### src/rtl/lsu_pipe.sv
// lsu_pipe: memory-stage load/store unit with lane alignment and a
// request/ack handshake to data memory.
//
// Ports:
//   clk, rst            clock, synchronous active-low reset
//   req_valid/we/funct3 memory instruction from the M stage
//   req_addr/wdata/rd   byte address, right-justified store data, dest
//   stall               hold upstream stages while an access is pending
//   mem_req/we/be       memory request, write strobe, byte enables
//   mem_addr/wdata      aligned address, lane-shifted store data
//   mem_ack/rdata       access complete, aligned read word
//   wb_valid/data/rd    one-cycle load result to write-back
//   err_misaligned      one-cycle pulse, access rejected
//   err_timeout         one-cycle pulse, no ack within TIMEOUT cycles
module lsu_pipe #(
  parameter int XLEN    = 32,
  parameter int TIMEOUT = 16
) (
  input  logic              clk,
  input  logic              rst,
  input  logic              req_valid,
  input  logic              req_we,
  input  logic [2:0]        req_funct3,
  input  logic [XLEN-1:0]   req_addr,
  input  logic [XLEN-1:0]   req_wdata,
  input  logic [4:0]        req_rd,
  output logic              stall,
  output logic              mem_req,
  output logic              mem_we,
  output logic [XLEN/8-1:0] mem_be,
  output logic [XLEN-1:0]   mem_addr,
  output logic [XLEN-1:0]   mem_wdata,
  input  logic              mem_ack,
  input  logic [XLEN-1:0]   mem_rdata,
  output logic              wb_valid,
  output logic [XLEN-1:0]   wb_data,
  output logic [4:0]        wb_rd,
  output logic              err_misaligned,
  output logic              err_timeout
);

  localparam int NB = XLEN / 8;
  localparam int OW = $clog2(NB);
  localparam int CW = (TIMEOUT > 0) ? $clog2(TIMEOUT + 1) : 1;
  localparam logic [CW-1:0] C_LIM =
    (TIMEOUT > 0) ? CW'(TIMEOUT - 1) : '0;

  typedef enum logic {
    S_IDLE,
    S_BUSY
  } state_t;

  state_t          r_state;
  logic [CW-1:0]   r_cnt;
  logic [1:0]      r_size;
  logic            r_uns;
  logic [OW-1:0]   r_off;
  logic [4:0]      r_rd;

  logic [1:0]      w_size;
  logic [3:0]      w_bytes;
  logic            w_legal;
  logic [OW-1:0]   w_off;
  logic            w_mis;
  logic [NB-1:0]   w_be_base;
  logic [NB-1:0]   w_be;
  logic [XLEN-1:0] w_wdata;
  logic [XLEN-1:0] w_addr;
  logic            w_accept;
  logic            w_hit;

  logic [3:0]      w_rbytes;
  logic [XLEN-1:0] w_lane;
  logic [XLEN-1:0] w_mask;
  logic            w_sign;
  logic [XLEN-1:0] w_ext;

  // request decode
  assign w_size  = req_funct3[1:0];
  assign w_bytes = 4'd1 << w_size;
  assign w_legal = (w_size != 2'd3) || (XLEN == 64);
  assign w_off   = req_addr[OW-1:0];
  assign w_mis   = !w_legal ||
                   ((w_off & OW'(w_bytes - 4'd1)) != '0);

  // a full-width access shifts every one out, leaving all lanes set
  assign w_be_base = ~({NB{1'b1}} << w_bytes);
  assign w_be      = w_be_base << w_off;
  assign w_wdata   = req_wdata << {w_off, 3'b000};
  assign w_addr    = req_addr & ~XLEN'(NB - 1);

  assign w_accept = (r_state == S_IDLE) && req_valid && !w_mis;

  // an ack in the last allowed cycle still completes the access
  assign w_hit = (TIMEOUT != 0) && (r_cnt == C_LIM) && !mem_ack;

  assign stall = w_accept ||
                 ((r_state == S_BUSY) && !mem_ack && !w_hit);

  // load extraction
  assign w_rbytes = 4'd1 << r_size;
  assign w_lane   = mem_rdata >> {r_off, 3'b000};
  assign w_mask   = ~({XLEN{1'b1}} << {w_rbytes, 3'b000});

  always_comb begin
    w_sign = 1'b0;
    case (r_size)
      2'd0:    w_sign = w_lane[7];
      2'd1:    w_sign = w_lane[15];
      2'd2:    w_sign = w_lane[31];
      default: w_sign = w_lane[XLEN-1];
    endcase
  end

  assign w_ext = (w_lane & w_mask) |
                 ({XLEN{w_sign && !r_uns}} & ~w_mask);

  always_ff @(posedge clk) begin
    if (!rst) begin
      r_state        <= S_IDLE;
      r_cnt          <= '0;
      r_size         <= '0;
      r_uns          <= 1'b0;
      r_off          <= '0;
      r_rd           <= '0;
      mem_req        <= 1'b0;
      mem_we         <= 1'b0;
      mem_be         <= '0;
      mem_addr       <= '0;
      mem_wdata      <= '0;
      wb_valid       <= 1'b0;
      wb_data        <= '0;
      wb_rd          <= '0;
      err_misaligned <= 1'b0;
      err_timeout    <= 1'b0;
    end else begin
      wb_valid       <= 1'b0;
      err_misaligned <= 1'b0;
      err_timeout    <= 1'b0;
      case (r_state)
        S_IDLE: begin
          if (req_valid) begin
            if (w_mis) begin
              err_misaligned <= 1'b1;
            end else begin
              r_state   <= S_BUSY;
              r_cnt     <= '0;
              r_size    <= w_size;
              r_uns     <= req_funct3[2];
              r_off     <= w_off;
              r_rd      <= req_rd;
              mem_req   <= 1'b1;
              mem_we    <= req_we;
              mem_be    <= w_be;
              mem_addr  <= w_addr;
              mem_wdata <= w_wdata;
            end
          end
        end
        S_BUSY: begin
          if (mem_ack) begin
            r_state <= S_IDLE;
            mem_req <= 1'b0;
            mem_we  <= 1'b0;
            if (!mem_we) begin
              wb_valid <= 1'b1;
              wb_data  <= w_ext;
              wb_rd    <= r_rd;
            end
          end else if (w_hit) begin
            r_state     <= S_IDLE;
            mem_req     <= 1'b0;
            mem_we      <= 1'b0;
            err_timeout <= 1'b1;
          end else begin
            r_cnt <= r_cnt + 1'b1;
          end
        end
        default: r_state <= S_IDLE;
      endcase
    end
  end

endmodule

### config.mk
export PLATFORM = sky130hd
export DESIGN_NAME = lsu_pipe
export DESIGN_NICKNAME = d
export VERILOG_FILES = /design/src/rtl/lsu_pipe.sv
export SDC_FILE = /design/constraint.sdc
export NUM_CORES = 1
export LEC_CHECK = 0
export BUFFER_PORTS_ARGS = -buffer_cell sky130_fd_sc_hd__buf_2
export CAP_MARGIN = 20
export CORE_MARGIN = 4
export CORE_UTILIZATION = 49
export CTS_CLUSTER_DIAMETER = 150
export CTS_CLUSTER_SIZE = 14
export DETAILED_ROUTE_END_ITERATION = 7
export PLACE_DENSITY = 0.91
export SYNTH_ARGS = -nofsm -noshare
export SYNTH_HDL_FRONTEND = slang
export SYNTH_SLANG_ARGS = --single-unit
### constraint.sdc
create_clock -name clk -period 2.05 [get_ports clk]
set_input_delay 0.41 -clock clk [delete_from_list [all_inputs] [get_ports clk]]
set_output_delay 0.41 -clock clk [all_outputs]
set_load 0.01 [all_outputs]
Word-level counts from Yosys, hierarchy flattened
Cells that the tools add are included.
W data, S select, Z words.
- register bits after elaboration: 124
- input bits: 109
- output and inout bits: 111
- word-level logic and storage cells: 89
- $add $sub $neg: 2
- equal/unequal tests: 8
- shift operators: 7
- multiplexer cells: 22
- bitwise operators: 12
- reductions and logical operators: 22
- operators with widths (operator ; number):
    $and A32 B32 Y32 ; 2
    $not A32 Y32 ; 2
    $or A32 B32 Y32 ; 1
    $shl A32 B5 Y32 ; 1
    $shl A32 B7 Y32 const A ; 1
    $shr A32 B5 Y32 ; 1
    $mux W5 ; 4
    $mux W1 ; 13
    $reduce_and A3 Y1 ; 4
    $ne A2 B2 Y1 const B ; 5
    $pmux W5 S2 ; 1
    $pmux W1 S2 ; 4
    $shl A1 B2 Y4 const A ; 2
    $logic_and A1 B1 Y1 ; 6
    $reduce_or A3 Y1 ; 2
    $add A5 B1 Y5 const B ; 1
    $eq A5 B4 Y1 const B ; 1
    $logic_not A1 Y1 ; 5
    $not A1 Y1 ; 5
    $not A4 Y4 ; 1
    $reduce_and A4 Y1 ; 1
    $shl A4 B2 Y4 ; 1
    $shl A4 B4 Y4 const A ; 1
    $ne A3 B2 Y1 const B ; 1
    other kinds (6) ; 7

Logic depth before layout (Yosys ltp)
Gate-level depths: netlist of run 1.
- word-level depth: 8
- depth in mapped cells: 7
- mapped depth without buffers: 7

Least setup slack after synthesis of run 1
No wires, ideal clock.
- path kind: reg2out
- start: reg r_cnt[0]
- end: out stall
- arrival time: 1.514 ns
- data required time: 1.640 ns
- slack: 0.126 ns
- cell stages (with the launch flop): 6
- buffers on the path: 0
- cell sequence: dfxtp_1 ha_1 and3_1 ha_1 or3b_2 nand2_1
- longest elaborated chain between the ends: 5
- RTL lines (what ; line ; RTL):
    start, declared ; 54 ; logic [CW-1:0] r_cnt;
    start signal, assigned ; 176 ; r_cnt <= r_cnt + 1'b1;
    $eq A5 B4 Y1 ; 95 ; assign w_hit = (TIMEOUT != 0) && (r_cnt == C_LIM) && !mem_ack;
    $logic_and A1 B1 Y1 ; 95 ;
    $logic_not A1 Y1 ; 98 ; ((r_state == S_BUSY) && !mem_ack && !w_hit);
    $logic_and A1 B1 Y1 ; 98 ;
    $logic_or A1 B1 Y1 ; 97 ; assign stall = w_accept ||
    end, declared ; 27 ; output logic stall,
No other way between the ends.

Worst setup path in the final report of run 1
Ends and elaborated chain as after synthesis.

==> out/qor.yml, run 1 <==
sta:
  hold_ws_ns: 0.231
  finalWorstSetupSlack_ns: -0.182
  rsz0062_at_grt: "yes"
  skew_ns: 0.00534
  min_period_over_period: 1.09
  timing.fmax_mhz: 448
  slew_headroom: 0.479
  worst_pin_slew_ns: 0.780
  fin_crit_ns: 2.23
  fin_setup_tns_ns: -0.182
  setup_viol: 1
  hold_viol_final: 0
  finalMaxSlewViolations: 0
floorplan:
  coreArea_um2: 11000
  die_width_um: 115
  rows: 38
  die_height_um: 115
  start_util: 0.508
  ioPinCount: 220
  dieArea_um2: 13100
clocking:
  ctsHoldBuffers: 0
  htree_levels: 4
  clockRootBuffer: "clkbuf_16"
  cts_tree: "yes"
  clock_latency_ns: 0.41
  cts_inserted_buffers: 17
  clkTransAtPathRegs_ns: 0.05
  cts_max_path_buffers: 2
  clock-sinks: 124
grt:
  grt_usage: 0.242
  antenna_found_initial: 0
  grt_pass1_wl_um: 25100
  grt_pass1_vias: 5186
  grt-ovfl-total: 0
  grt_max_degree: 106
worst_setup_path:
  cp_max_fo: 2
  timing.critical_path.mode_cell: "ha_4"
  crit_chain: "ha_4 > and3_4 > ha_4 > or3b_4 > nand2_4 > buf_6"
  crit_arrival_ns: 1.82
  slowest_delay_ns: 0.39
  slowest_stage: "or3b_4"
  startpoint_type: "register"
  required_ns: 1.64
  critPathTopFamily: "simple AND/OR/NAND/NOR gates"
  cp-end-kind: "output pin"
  crit_type: "register to output pin"
  path_buf_inv: 1
logic_synthesis:
  synth-xor-area-share: 0.00314
  synthSimpleGateAreaFrac: 0.175
  synth_area_leaders: "dfxtp_1 45%, nand2_1 12%, a21boi_0 8.8%"
  yosysWarnings: 0
  netlist_area_um2: 5570
  synth-async-reset-ratio: 0
  synth_enable_flop_cells: 0
  yosysUniqueCellTypes: 42
  synthAdderAreaFrac: 0.00449
  syn_area_per_cell_um2: 8.67
  synth_top_area_share: 0.445
  postSynthCellCount: 643
  synth-compound-area-share: 0.236
  synth_flop_cell: "dfxtp_1"
  synth.area.mux_share: 0.0920
  synth_top_family_by_area: "compound AO/OA/AOI/OAI gates"
  synth_seq_cells: 124
  yosysTopAreaCell: "dfxtp_1"
  seq_area_frac_synth: 0.445
run:
  drv_cap: 0
routing:
  detail-route-antenna-nets: 0
  wire_per_inst_um: 15.7
  drtIter0Drc: 419
  post-route-drc-count: 0
  drt_wl_total_um: 15800
  first_pass_iters: 7
  num_vias: 5328
  vias_per_cell: 5.30
place:
  portBuffers: 217
  post-dp-hpwl_um: 11200
  dpl.cell_count: 971
  dpl_cell_area_um2: 6830
  gp_congestion: 0.906
run_status:
  status: "complete, but fails checks"
  violations: "setup timing"
layout:
  drive_gt1_frac: 0.357
  nNetsFinal: 965
  multi_input_area_um2: 2900
  num_antenna_cells: 0
  final_cell_mix: "216 x buf_2, 175 x nand2_1, 122 x dfxtp_1"
  instances_no_fill: 1006
  syn_to_final_growth_pct: 34.5
  fill_cells: 834
  regArea_um2: 2480
  final_common_cell: "buf_2"
  stdcell_area_um2: 7500
min_path:
  hold_class: "input pin to register"
power:
  p_leak_nw: 3.39
  irDropWorstVdd_mv: 0.758
  pwr_density_cell_nw_per_um2: 845
  finalPower_mw: 6.33
repair_timing:
action                     in CTS  in global routing
setup endpoints to repair       1                  1
pin swaps                       3                  0
buffers inserted                4                  0
resized for setup              11                  0
registers in the layout, indices dropped and copies added (netlist names):
register	flops
wb_rd	5
mem_wdata	32
r_state	1
wb_data	32
r_uns	1
r_rd	5
mem_req	1
mem_we	1
mem_be	4
wb_valid	1
r_cnt	5
err_timeout	1
mem_addr	30
r_off	2
r_size	2
err_misaligned	1
final timing paths:
check / slack, ns / cells past startpoint / start / to
worst max-delay path: -0.18 / 6 / r_cnt[0] / stall
worst min-delay path: 0.23 / 3 / req_rd[1] / r_rd[1]
worst max register to register: 0.27 / 8 / r_cnt[0] / r_cnt[1]
worst min register to register: 0.45 / 2 / mem_addr[28] / mem_addr[28]
cell type report:
type / count / share of cell area
multi-input combinational: 466 / 0.387
sequential: 124 / 0.331
timing repair buffer: 243 / 0.178
clock buffer: 23 / 0.0637
tap: 140 / 0.0234
clock inverter: 8 / 0.0153
inverter: 2 / 0.00100
routing by layer:
layer,wire length [µm],global-route usage
met1,6490,0.291
met2,7650,0.388
met3,1180,0.0803
met4,514,0.120
met5,0,0
synth_stat cells, types with 6 or more instances:
library cell	instances
buf_2	11
o211a_1	9
nand2_1	176
nor2_1	6
a21oi_2	10
o211ai_1	23
a22o_1	7
o21ai_0	28
nand3_1	10
mux2_2	16
a21boi_0	65
dfxtp_1	124
or3_1	9
clkbuf_1	37
a21oi_1	17
a21boi_1	17
nor2b_1	6
mux2i_1	31
through the flow:
stage,util,setup slack (ns)
detailed placement,0.622,0.0153
finish,0.683,-0.182
floorplan,-,0.126
CTS,0.683,-0.176
global route,0.683,-0.243
global placement,0.622,0.0581
worst reg2reg max path, cell delays in order (launching register included):
cell	delay, ns
dfxtp_2	0.34
ha_4	0.16
and3_4	0.19
ha_4	0.16
or3b_4	0.39
buf_4	0.16
nand2_1	0.06
o21ai_0	0.06
and2_1	0.17
where the power goes:
part	internal (mW)	switching [mW]	leakage [nW]
sequential	2.51	0.0528	1.01
clock	1.99	1.02	0.297
combinational	0.341	0.419	2.09
logic make-up (layout without fill, tap and decap cells):
logic type	count (synthesis)	in the layout
simple gates	228	228
compound gates	184	184
flops	124	124
buf+inv	54	276
mux	48	48
fa+ha+maj	2	2
xor+xnor	2	2
other cells	1	2
(Power assumes the default switching activity.)
==> inputs of run 2 (changes only) <==
--- a/config.mk
+++ b/config.mk
@@ -5,10 +5,11 @@
 export SDC_FILE = /design/constraint.sdc
 export NUM_CORES = 1
 export LEC_CHECK = 0
+export ABC_AREA = 1
 export BUFFER_PORTS_ARGS = -buffer_cell sky130_fd_sc_hd__buf_2
 export CAP_MARGIN = 20
 export CORE_MARGIN = 4
-export CORE_UTILIZATION = 49
+export CORE_UTILIZATION = 48
 export CTS_CLUSTER_DIAMETER = 150
 export CTS_CLUSTER_SIZE = 14
 export DETAILED_ROUTE_END_ITERATION = 7
==> run 2 against run 1 <==
The flow now finishes without violations. Utilization fell by 2.0 points. Sequential cell count did not move. Register-to-register slack improved by 0.13 ns.
==> out/qor.yml, run 2 <==
power:
  p_sw_mw: 1.79  # was 1.49 mW
  clkPwrFrac: 0.469  # was 0.475
  p_comb_frac: 0.143  # was 0.120
  irDropWorstVdd_mv: 0.868  # was 0.758 mV
  seq_power_share: 0.388  # was 0.405
  pwr_density_cell_nw_per_um2: 936  # was 845 nW/µm²
  intPower_mw: 4.99  # was 4.84 mW
  switching_share: 0.264  # was 0.236
  p_leak_nw: 3.59  # was 3.39 nW
layout:
  num_antenna_cells: 0  # unchanged
  stdcell_area_um2: 7250  # was 7500 µm²
  syn_to_final_growth_pct: 33.6  # was 34.5%
  drive_gt1_frac: 0.305  # was 0.357
  instances_no_fill: 1111  # was 1,006
  top_regs: "mem_wdata x32, wb_data x32, mem_addr x30"  # unchanged
  final_common_cell: "buf_2"  # unchanged
  final_cell_mix: "216 x buf_2, 141 x nor2_1, 141 x o21ai_0"  # was 216 x buf_2, 175 x nand2_1, 122 x dfxtp_1
  nNetsFinal: 1070  # was 965
worst_setup_path:
  required_ns: 1.64  # about the same
  critPathTopFamily: "flip-flops"  # was simple AND/OR/NAND/NOR gates
  path_buf_inv: 2  # was 1
  cp-end-kind: "output pin"  # unchanged
  crit_chain: "ha_2 > nand2_2 > nor2_2 > ha_1 > inv_2 > nand3_2 > nand2_2 > buf_6"  # was ha_4 > and3_4 > ha_4 > or3b_4 > nand2_4 > buf_6
  slowest_stage: "dfxtp_2"  # was or3b_4
  startpoint_type: "register"  # unchanged
  crit_arrival_ns: 1.57  # was 1.82 ns
  crit_type: "register to output pin"  # unchanged
  timing.critical_path.mode_cell: "nand2_2"  # was ha_4
  cp_max_fo: 4  # was 2
  slowest_delay_ns: 0.35  # was 0.39 ns
logic_synthesis:
  postSynthCellCount: 757  # was 643
  synthTopCellsByCount: "142 x nor2_1, 141 x o21ai_0, 124 x dfxtp_1, 89 x nand2_1, 76 x a21oi_1"  # was 176 x nand2_1, 124 x dfxtp_1, 65 x a21boi_0, 37 x clkbuf_1, 31 x mux2i_1
  synth-async-reset-ratio: 0  # unchanged
  syn_area_per_cell_um2: 7.17  # was 8.67 µm²
  synth_top_area_share: 0.458  # was 0.445
  yosysUniqueCellTypes: 31  # was 42
  yosysTopAreaCell: "dfxtp_1"  # unchanged
  synthMostInstantiatedCell: "nor2_1"  # was nand2_1
  netlist_area_um2: 5420  # was 5570 µm²
  synth_flop_cell: "dfxtp_1"  # unchanged
  seq_area_frac_synth: 0.458  # was 0.445
  synth_area_leaders: "dfxtp_1 46%, o21ai_0 13%, nor2_1 9.8%"  # was dfxtp_1 45%, nand2_1 12%, a21boi_0 8.8%
  yosysWarnings: 0  # unchanged
  synth_seq_cells: 124  # unchanged
  synth_enable_flop_cells: 0  # unchanged
routing:
  drt_wl_total_um: 17300  # was 15,800 µm
  first_pass_iters: 6  # was 7
  post-route-drc-count: 0  # unchanged
  vias_per_cell: 5.39  # was 5.30
  drtIter0Drc: 427  # was 419
  detail-route-antenna-nets: 0  # unchanged
  num_vias: 5993  # was 5,328
  wire_per_inst_um: 15.6  # was 15.7 µm
  routed.top_layer: "met4"  # unchanged
  routed-wl-met3_um: 1820  # was 1180 µm
  m1WireLength_um: 6740  # was 6490 µm
  dr_wl_met2_um: 8280  # was 7650 µm
sta:
  hold_ws_ns: 0.181  # was 0.231 ns
  skew_ns: 0.0102  # was 0.00534 ns
  finalMaxSlewViolations: 0  # unchanged
  min_period_over_period: 0.967  # was 1.09
  setup_viol: 0  # was 1
  finalWorstSetupSlack_ns: 0.0674  # was -0.182 ns
  rsz0062_at_grt: "no"  # was yes
  fin_setup_tns_ns: 0  # was -0.182 ns
  worst_pin_slew_ns: 0.507  # was 0.780 ns
  slew_headroom: 0.662  # was 0.479
  hold_viol_final: 0  # unchanged
  fin_crit_ns: 1.98  # was 2.23 ns
  timing.fmax_mhz: 504  # was 448 MHz
place:
  dpl.cell_count: 1077  # was 971
  post-place-ws_ns: 0.219  # was 0.0153 ns
  gp_congestion: 0.967  # was 0.906
  post-dp-hpwl_um: 12100  # was 11,200 µm
  portBuffers: 217  # unchanged
  dpl_cell_area_um2: 6570  # was 6830 µm²
floorplan:
  coreArea_um2: 10900  # was 11,000 µm²
  dieArea_um2: 13100  # about the same
  ioPinCount: 220  # unchanged
  rows: 38  # unchanged
  die_height_um: 114  # was 115 µm
  die_width_um: 114  # was 115 µm
  start_util: 0.496  # was 0.508
clocking:
  clkTransAtPathRegs_ns: 0.06  # was 0.05 ns
  cts_max_path_buffers: 2  # unchanged
  clock_latency_ns: 0.41  # about the same
  clock-sinks: 124  # unchanged
  cts_inserted_buffers: 17  # unchanged
  cts_tree: "yes"  # unchanged
  clockRootBuffer: "clkbuf_16"  # unchanged
  htree_levels: 4  # unchanged
grt:
  grt_pass1_wl_um: 27500  # was 25,100 µm
  grt-ovfl-total: 0  # unchanged
  grt_max_degree: 94  # was 106
  antenna_found_initial: 0  # unchanged
  grt_pass1_vias: 5677  # was 5,186
  grt_usage: 0.263  # was 0.242
run:
  drv_cap: 0  # unchanged
run_status:
  status: "finished clean"  # was complete, but fails checks
min_path:
  hold_class: "input pin to register"  # unchanged
[run 2: cell count changes after synthesis, sizes merged, moves of 12 or more]
cell,change
a21oi,+49
a21boi,-81
nand2,-84
o21ai,+113
mux2,-16
buf,+12
nand3,+23
nor2,+139
mux2i,-30
inv,+46
[run 2: worst paths after layout]
path | start | end | slack, ns | cells after the start
worst max register to register | r_off[0] | wb_data[27] | 0.40 | 7
worst min-delay path | mem_ack | err_timeout | 0.18 | 2
worst min register to register | mem_be[0] | mem_be[0] | 0.46 | 2
worst max-delay path | r_cnt[0] | stall | 0.07 | 8
[run 2: area by class of cell]
cell class	count	area [µm²]
inverter	48	183
clock inverter	13	191
timing repair buffer	236	1270
clock buffer	18	439
multi-input combinational	532	2500
tap	140	175
sequential	124	2480
fill	940	3690
[run 2: what timing repair did]
item	4_1_cts	5_1_grt
gates resized for setup	2	6
setup endpoints to repair	1	1
hold buffers	0	0
setup buffers	2	1
pin swaps	2	1
[run 2: power by group through the flow]
stage	registers [mW]	clock network, mW	logic [mW]
floorplan	2.73	0	0.519
global placement	2.68	0	0.932
detailed placement	2.68	0	0.950
CTS	2.63	3.22	0.964
global route	2.65	3.32	1.08
finish	2.63	3.18	0.969
[run 2: kinds of logic (layout without fill, tap and decap cells)]
group           Yosys count  after routing  synth area share
flops                   124            124             0.458
fa+ha+maj                 2              2           0.00461
buf+inv                 102            315            0.0840
mux                       1              1           0.00185
simple gates            283            283             0.216
compound gates          244            244             0.235
other cells               1              2          0.000691
[run 2: routing by layer]
metal  track usage  vias up
met3        0.0856       43
li1              -     2910
met4         0.108        0
met2         0.436      332
met1         0.315     2708
met5             0        -
[run 2: through the flow]
step | util | power, mW
after floorplan | - | 3.25
after global placement | 0.601 | 3.61
after detailed placement | 0.601 | 3.63
after CTS | 0.661 | 6.82
after global routing | 0.663 | 7.06
final | 0.663 | 6.78
